`config.mk`:
```
export PLATFORM = sky130hd
export DESIGN_NAME = pwm_multi_ch
export DESIGN_NICKNAME = d
export VERILOG_FILES = /design/src/rtl/pwm_pkg.sv /design/src/rtl/pwm_prescaler.sv /design/src/rtl/pwm_multi_ch.sv
export SDC_FILE = /design/constraint.sdc
export NUM_CORES = 1
export LEC_CHECK = 0
export BUFFER_PORTS_ARGS = -buffer_cell sky130_fd_sc_hd__buf_4
export CAP_MARGIN = 10
export CORE_ASPECT_RATIO = 1.75
export CORE_UTILIZATION = 58
export CTS_CLUSTER_DIAMETER = 150
export DETAILED_ROUTE_END_ITERATION = 10
export PLACE_DENSITY = 0.78
export SLEW_MARGIN = 10
export SYNTH_ARGS = -nofsm -noshare
export SYNTH_HDL_FRONTEND = slang
export SYNTH_SLANG_ARGS = --single-unit
export TNS_END_PERCENT = 5
```
`constraint.sdc`:
```
create_clock -name clk -period 2.9 [get_ports clk]
set_input_delay 0.29 -clock clk [delete_from_list [all_inputs] [get_ports clk]]
set_output_delay 0.29 -clock clk [all_outputs]
set_load 0.005 [all_outputs]
```
`src/rtl/pwm_pkg.sv`:
```
`default_nettype none
// +------------------------------------------------------------------+
// | pwm_pkg : shared duty-width/slice helpers and counter direction  |
// | Revision: 1.0                                                    |
// +------------------------------------------------------------------+
package pwm_pkg;

   typedef enum logic {
      DIR_UP   = 1'b0,
      DIR_DOWN = 1'b1
   } cnt_dir_e;

   function automatic int unsigned duty_width(input int unsigned r);
      return r + 1;
   endfunction

   function automatic int unsigned slice_lo(input int unsigned ch, input int unsigned r);
      return ch * (r + 1);
   endfunction

   // Duty values above a full period saturate to constant-high.
   function automatic int unsigned clamp_duty(input int unsigned d, input int unsigned r);
      int unsigned full;
      full = 32'd1 << r;
      return (d > full) ? full : d;
   endfunction

endpackage
`default_nettype wire

```
`src/rtl/pwm_prescaler.sv`:
```
`default_nettype none
// +------------------------------------------------------------------+
// | pwm_prescaler : clock divider, one-clock tick every final_value+1|
// | Revision: 1.0                                                    |
// +------------------------------------------------------------------+
module pwm_prescaler #(
   parameter int TIMER_BITS = 8
) (
   input  logic                  clk,
   input  logic                  reset,
   input  logic                  enable,
   input  logic [TIMER_BITS-1:0] final_value,
   output logic                  tick
);

   logic [TIMER_BITS-1:0] presc_q, presc_d;

   // >= lets a lowered final_value terminate the current count at once.
   always_comb begin
      tick    = 1'b0;
      presc_d = presc_q;
      if (!enable) begin
         presc_d = '0;
      end else if (presc_q >= final_value) begin
         tick    = 1'b1;
         presc_d = '0;
      end else begin
         presc_d = presc_q + 1'b1;
      end
   end

   always_ff @(posedge clk) begin
      if (reset) presc_q <= '0;
      else       presc_q <= presc_d;
   end

endmodule
`default_nettype wire

```
`src/rtl/pwm_multi_ch.sv`:
```
`default_nettype none
// +------------------------------------------------------------------+
// | pwm_multi_ch : CH-channel PWM, shared counter, double-buffered   |
// | duty. Option macro: PWM_CENTER_ALIGNED_EN (up/down counting).    |
// | Revision: 1.0                                                    |
// +------------------------------------------------------------------+
module pwm_multi_ch
   import pwm_pkg::*;
#(
   parameter int R          = 8,
   parameter int TIMER_BITS = 8,
   parameter int CH         = 4
) (
   input  logic                  clk,
   input  logic                  reset,
   input  logic                  enable,
   input  logic [TIMER_BITS-1:0] final_value,
   input  logic [CH*(R+1)-1:0]   duty,
   input  logic [CH-1:0]         duty_load,
   output logic [CH-1:0]         pwm_out,
   output logic                  period_start
);

   localparam int          DUTY_W  = duty_width(R);
   localparam logic [R-1:0] CNT_MAX = '1;

   logic          tick;
   logic          boundary;
   logic          apply;
   logic [R-1:0]  cnt_q, cnt_d;
   logic          en_q, en_d;
   logic          period_start_q, period_start_d;
   logic [CH-1:0] pwm_q, pwm_d;

   pwm_prescaler #(
      .TIMER_BITS (TIMER_BITS)
   ) u_prescaler (
      .clk         (clk),
      .reset       (reset),
      .enable      (enable),
      .final_value (final_value),
      .tick        (tick)
   );

`ifdef PWM_CENTER_ALIGNED_EN
   localparam logic [R-1:0] CNT_ONE = R'(1);

   cnt_dir_e dir_q, dir_d;

   // Up 0..MAX, down MAX-1..1; the period closes on the tick leaving 1.
   always_comb begin
      cnt_d    = cnt_q;
      dir_d    = dir_q;
      boundary = 1'b0;
      if (!enable) begin
         cnt_d = '0;
         dir_d = DIR_UP;
      end else if (tick) begin
         if (dir_q == DIR_UP) begin
            if (cnt_q == CNT_MAX) begin
               if (R == 1) begin
                  cnt_d    = '0;
                  boundary = 1'b1;
               end else begin
                  cnt_d = cnt_q - 1'b1;
                  dir_d = DIR_DOWN;
               end
            end else begin
               cnt_d = cnt_q + 1'b1;
            end
         end else begin
            cnt_d = cnt_q - 1'b1;
            if (cnt_q == CNT_ONE) begin
               boundary = 1'b1;
               dir_d    = DIR_UP;
            end
         end
      end
   end

   always_ff @(posedge clk) begin
      if (reset) dir_q <= DIR_UP;
      else       dir_q <= dir_d;
   end
`else
   always_comb begin
      cnt_d    = cnt_q;
      boundary = 1'b0;
      if (!enable) begin
         cnt_d = '0;
      end else if (tick) begin
         cnt_d    = cnt_q + 1'b1;
         boundary = (cnt_q == CNT_MAX);
      end
   end
`endif

   // Disabled or first enabled clock also transfers duty, so a restart
   // always runs with the most recent pending value from count 0.
   assign apply = boundary | ~enable | ~en_q;

   always_comb begin
      en_d           = enable;
      period_start_d = boundary;
   end

   for (genvar i = 0; i < CH; i++) begin : g_ch
      logic [DUTY_W-1:0] bus_val;
      logic [DUTY_W-1:0] pending_q, pending_d;
      logic [DUTY_W-1:0] active_q, active_d;

      assign bus_val = DUTY_W'(clamp_duty(32'(duty[slice_lo(i, R) +: DUTY_W]), R));

      always_comb begin
         pending_d = pending_q;
         active_d  = active_q;
         if (duty_load[i]) pending_d = bus_val;
         if (apply)        active_d  = duty_load[i] ? bus_val : pending_q;
      end

      always_ff @(posedge clk) begin
         if (reset) begin
            pending_q <= '0;
            active_q  <= '0;
         end else begin
            pending_q <= pending_d;
            active_q  <= active_d;
         end
      end

      assign pwm_d[i] = enable & ({1'b0, cnt_q} < active_q);
   end

   always_ff @(posedge clk) begin
      if (reset) begin
         cnt_q          <= '0;
         en_q           <= 1'b0;
         pwm_q          <= '0;
         period_start_q <= 1'b0;
      end else begin
         cnt_q          <= cnt_d;
         en_q           <= en_d;
         pwm_q          <= pwm_d;
         period_start_q <= period_start_d;
      end
   end

   assign pwm_out      = pwm_q;
   assign period_start = period_start_q;

endmodule
`default_nettype wire

```
==> metrics.txt <==
Critical Path AT 2.77 ns; most instantiated cells after synthesis 94 x dfxtp_1, 52 x nor2_1, 41 x a21oi_1, 39 x nand2b_1, 38 x ha_1; top-count cell post-synth dfxtp_1; Logic pwr share 9.3%; register clock-pin slew on the reported worst setup and hold paths ~0.060 ns; status finished clean; yosys warns 0; Peak VDD IR 0.408 mV; Die Y between 100 and 150 µm; RSZ-0062 raised after global routing false; Period Utilization, post-route between 80% and 90%; Pre-antenna DRT Iters 4; total power between 2 and 3 mW; first-pass GRT wire length around 15 mm; Final Hold Violating Endpoints 0; Post-synth EDFFs 0; critical setup path kind flip-flop to flip-flop; hold buffers post-CTS 0; Gate Count Post-Synth between 400 and 500; Initial Utilization between 60 and 70%; Antenna Cells 0; post-route design area about 5400 µm²; H-tree depth 3; Seq/Total Area, Yosys 40.6%; Syn Area/Cell 9.84 µm²; Clock Tree Buf Depth 2; die area between 8000 and 9000 µm²; TritonCTS clock tree built; nets ~600; Post-synth ARST share 0%; Max Freq slightly below 0.4 GHz; via count approximately 3400; Total Routing Usage GR a little under a quarter; Largest stage delay, worst path ~0.38 ns; drt first-iter violations 166; post-cts gate resize count 0; vias per cell 5.52; CP Capture Type flip-flop; Fillers 572; Slew Limit Fails 0; gpl congestion ~0.80; vias in the first global route 3330; LEAKAGE roughly 2.3 nW; DRC viols 0; Area growth syn-to-layout 16.7%; r2r worst-path depth 8; Worst EP required around 3.1 ns; dpl hpwl roughly 6.2 mm; cell accounting for the most synthesized area dfxtp_1; # IOs 56; Sw Share 20.6%; final setup skew around 0.0072 ns; critical path's slowest cell a2111oi_4; final setup TNS 0 ns; actual slew at the worst max-slew pin around 0.97 ns; Worst-Skew Late Latency 0.34 ns; Netlist Area Pre-Place between 4000 and 5000 µm²; overall routed net length 8.91 mm; post-CTS setup buffer count 0; CTS Sinks 94; Die X 69.6 µm; Synth Flop Type dfxtp_1; DRT antenna net count 0; Net Sw Power roughly 0.6 mW; CP max FO 18; Final setup viols 0; Worst path depth 8; Overflow after GRT 0; max-cap check violation count 0; Max-slew headroom a little over a third; Flop pwr share between 40 and 50%; Cell Chain, Critical Path inv_1 > ha_1 > nand2b_1 > a2111oi_4 > o31a_1 > o211a_2 > buf_12 > mux2_2; IO buf count 55; synth top area cells dfxtp_1 41%, ha_1 10%, mux2_4 9.7%; largest net degree at the start of global routing 73; post-route minimum period between 2 and 3 ns; root buf cell clkbuf_16; area of the core between 7000 and 8000 µm²; clock share of power ~44%; area share of the leading cell type in the synthesized netlist around 40%; Top delay family on crit path compound AO/OA/AOI/OAI gates; synthesized flop and latch total 94; Power Dens Cells around 540 nW/µm²; Worst setup SP type flip-flop; num rows 42; Cells on Worst Hold Path 3; Distinct cells, synth 41; share of layout cells above drive strength 1 22.0%; dpl cell area 5070 µm²; initial antenna violation count 0; hold crit path type primary input to flip-flop; CTS Buf Count 9; number of buffers and inverters on the critical path 2; Power Internal 2.31 mW; routed len/inst ~14 µm; Syn Nets between 500 and 600
[per-stage QoR]
stage	cells	hold slack, ns	setup WS, ns	utilization, %
2_1_floorplan	471	0.426	0.603	-
3_3_place_gp	599	0.440	0.414	66.1
3_5_place_dp	599	0.450	0.353	66.1
4_1_cts	615	0.245	0.356	70.5
5_1_grt	615	0.261	0.185	70.5
6_report	615	0.252	0.358	70.5
[worst register-to-register path: stages (launching register included)]
cell	delay, ns
dfxtp_1	0.36
inv_1	0.05
ha_1	0.25
nand2b_1	0.18
a2111oi_4	0.38
o31a_1	0.35
o211a_2	0.29
buf_12	0.20
mux2_2	0.36
[power by group through the flow]
stage | clock network [mW] | registers (mW) | logic (mW)
after floorplan | 0 | 1.38 | 0.176
after global placement | 0 | 1.38 | 0.259
after detailed placement | 0 | 1.38 | 0.269
after CTS | 1.31 | 1.35 | 0.272
after global routing | 1.36 | 1.36 | 0.297
final | 1.29 | 1.35 | 0.270
[state kept, by name (all words and copies together) (netlist names)]
| name | flops |
|---|---|
| g_ch.pending_q | 36 |
| pwm_out | 4 |
| period_start | 1 |
| cnt_q | 8 |
| g_ch.active_q | 36 |
| en_q | 1 |
| u_prescaler.presc_q | 8 |
[layer usage]
| layer | up-vias | global-route usage [%] | share of wire [%] |
|---|---|---|---|
| met3 | 19 | 4.58 | 3.2 |
| met4 | 0 | 10.2 | 2.5 |
| met1 | 1603 | 24.7 | 41 |
| met5 | - | 0 | 0 |
| li1 | 1713 | - | - |
| met2 | 62 | 41.4 | 54 |
[cell type report]
| type | count | area, µm² | share of cell area [%] |
|---|---|---|---|
| tap | 88 | 110 | 2.04 |
| timing repair buffer | 58 | 460 | 8.51 |
| clock inverter | 3 | 65.1 | 1.20 |
| sequential | 94 | 1880 | 34.8 |
| inverter | 37 | 139 | 2.57 |
| multi-input combinational | 322 | 2480 | 45.9 |
| clock buffer | 13 | 270 | 5.00 |
[path summary, 6_finish.rpt]
path / end / slack, ns / start
max: g_ch[3].active_q[8] / 0.36 / u_prescaler.presc_q[0]
max reg2reg: g_ch[3].active_q[8] / 0.36 / u_prescaler.presc_q[0]
min reg2reg: u_prescaler.presc_q[0] / 0.46 / u_prescaler.presc_q[0]
min: g_ch[0].pending_q[3] / 0.25 / duty[3]
[cell usage in the layout (no fill, tap or decap), drive strengths merged, types with 3 or more instances in the layout]
master,count
nand3b,32
a21oi,41
ha,38
nor2,52
dfxtp,94
buf,58
inv,36
nand2b,39
o21ai,6
nor2b,8
o2111ai,4
mux2i,5
nand3,6
xnor2,3
a211oi,8
a21o,8
mux2,36
and3,5
nand2,8
clkbuf,13
xor2,4
[cell families after synthesis]
group | after synthesis | share of synthesized area, %
multiplexers | 41 | 12.3
buffers and inverters | 55 | 5.83
AO/OA/AOI/OAI | 78 | 10.8
adder cells (fa/ha/maj) | 38 | 10.3
AND/OR/NAND/NOR | 158 | 18.9
flip-flops | 94 | 40.6
XOR/XNOR | 7 | 1.32
Power figures use the tool's default switching activity.
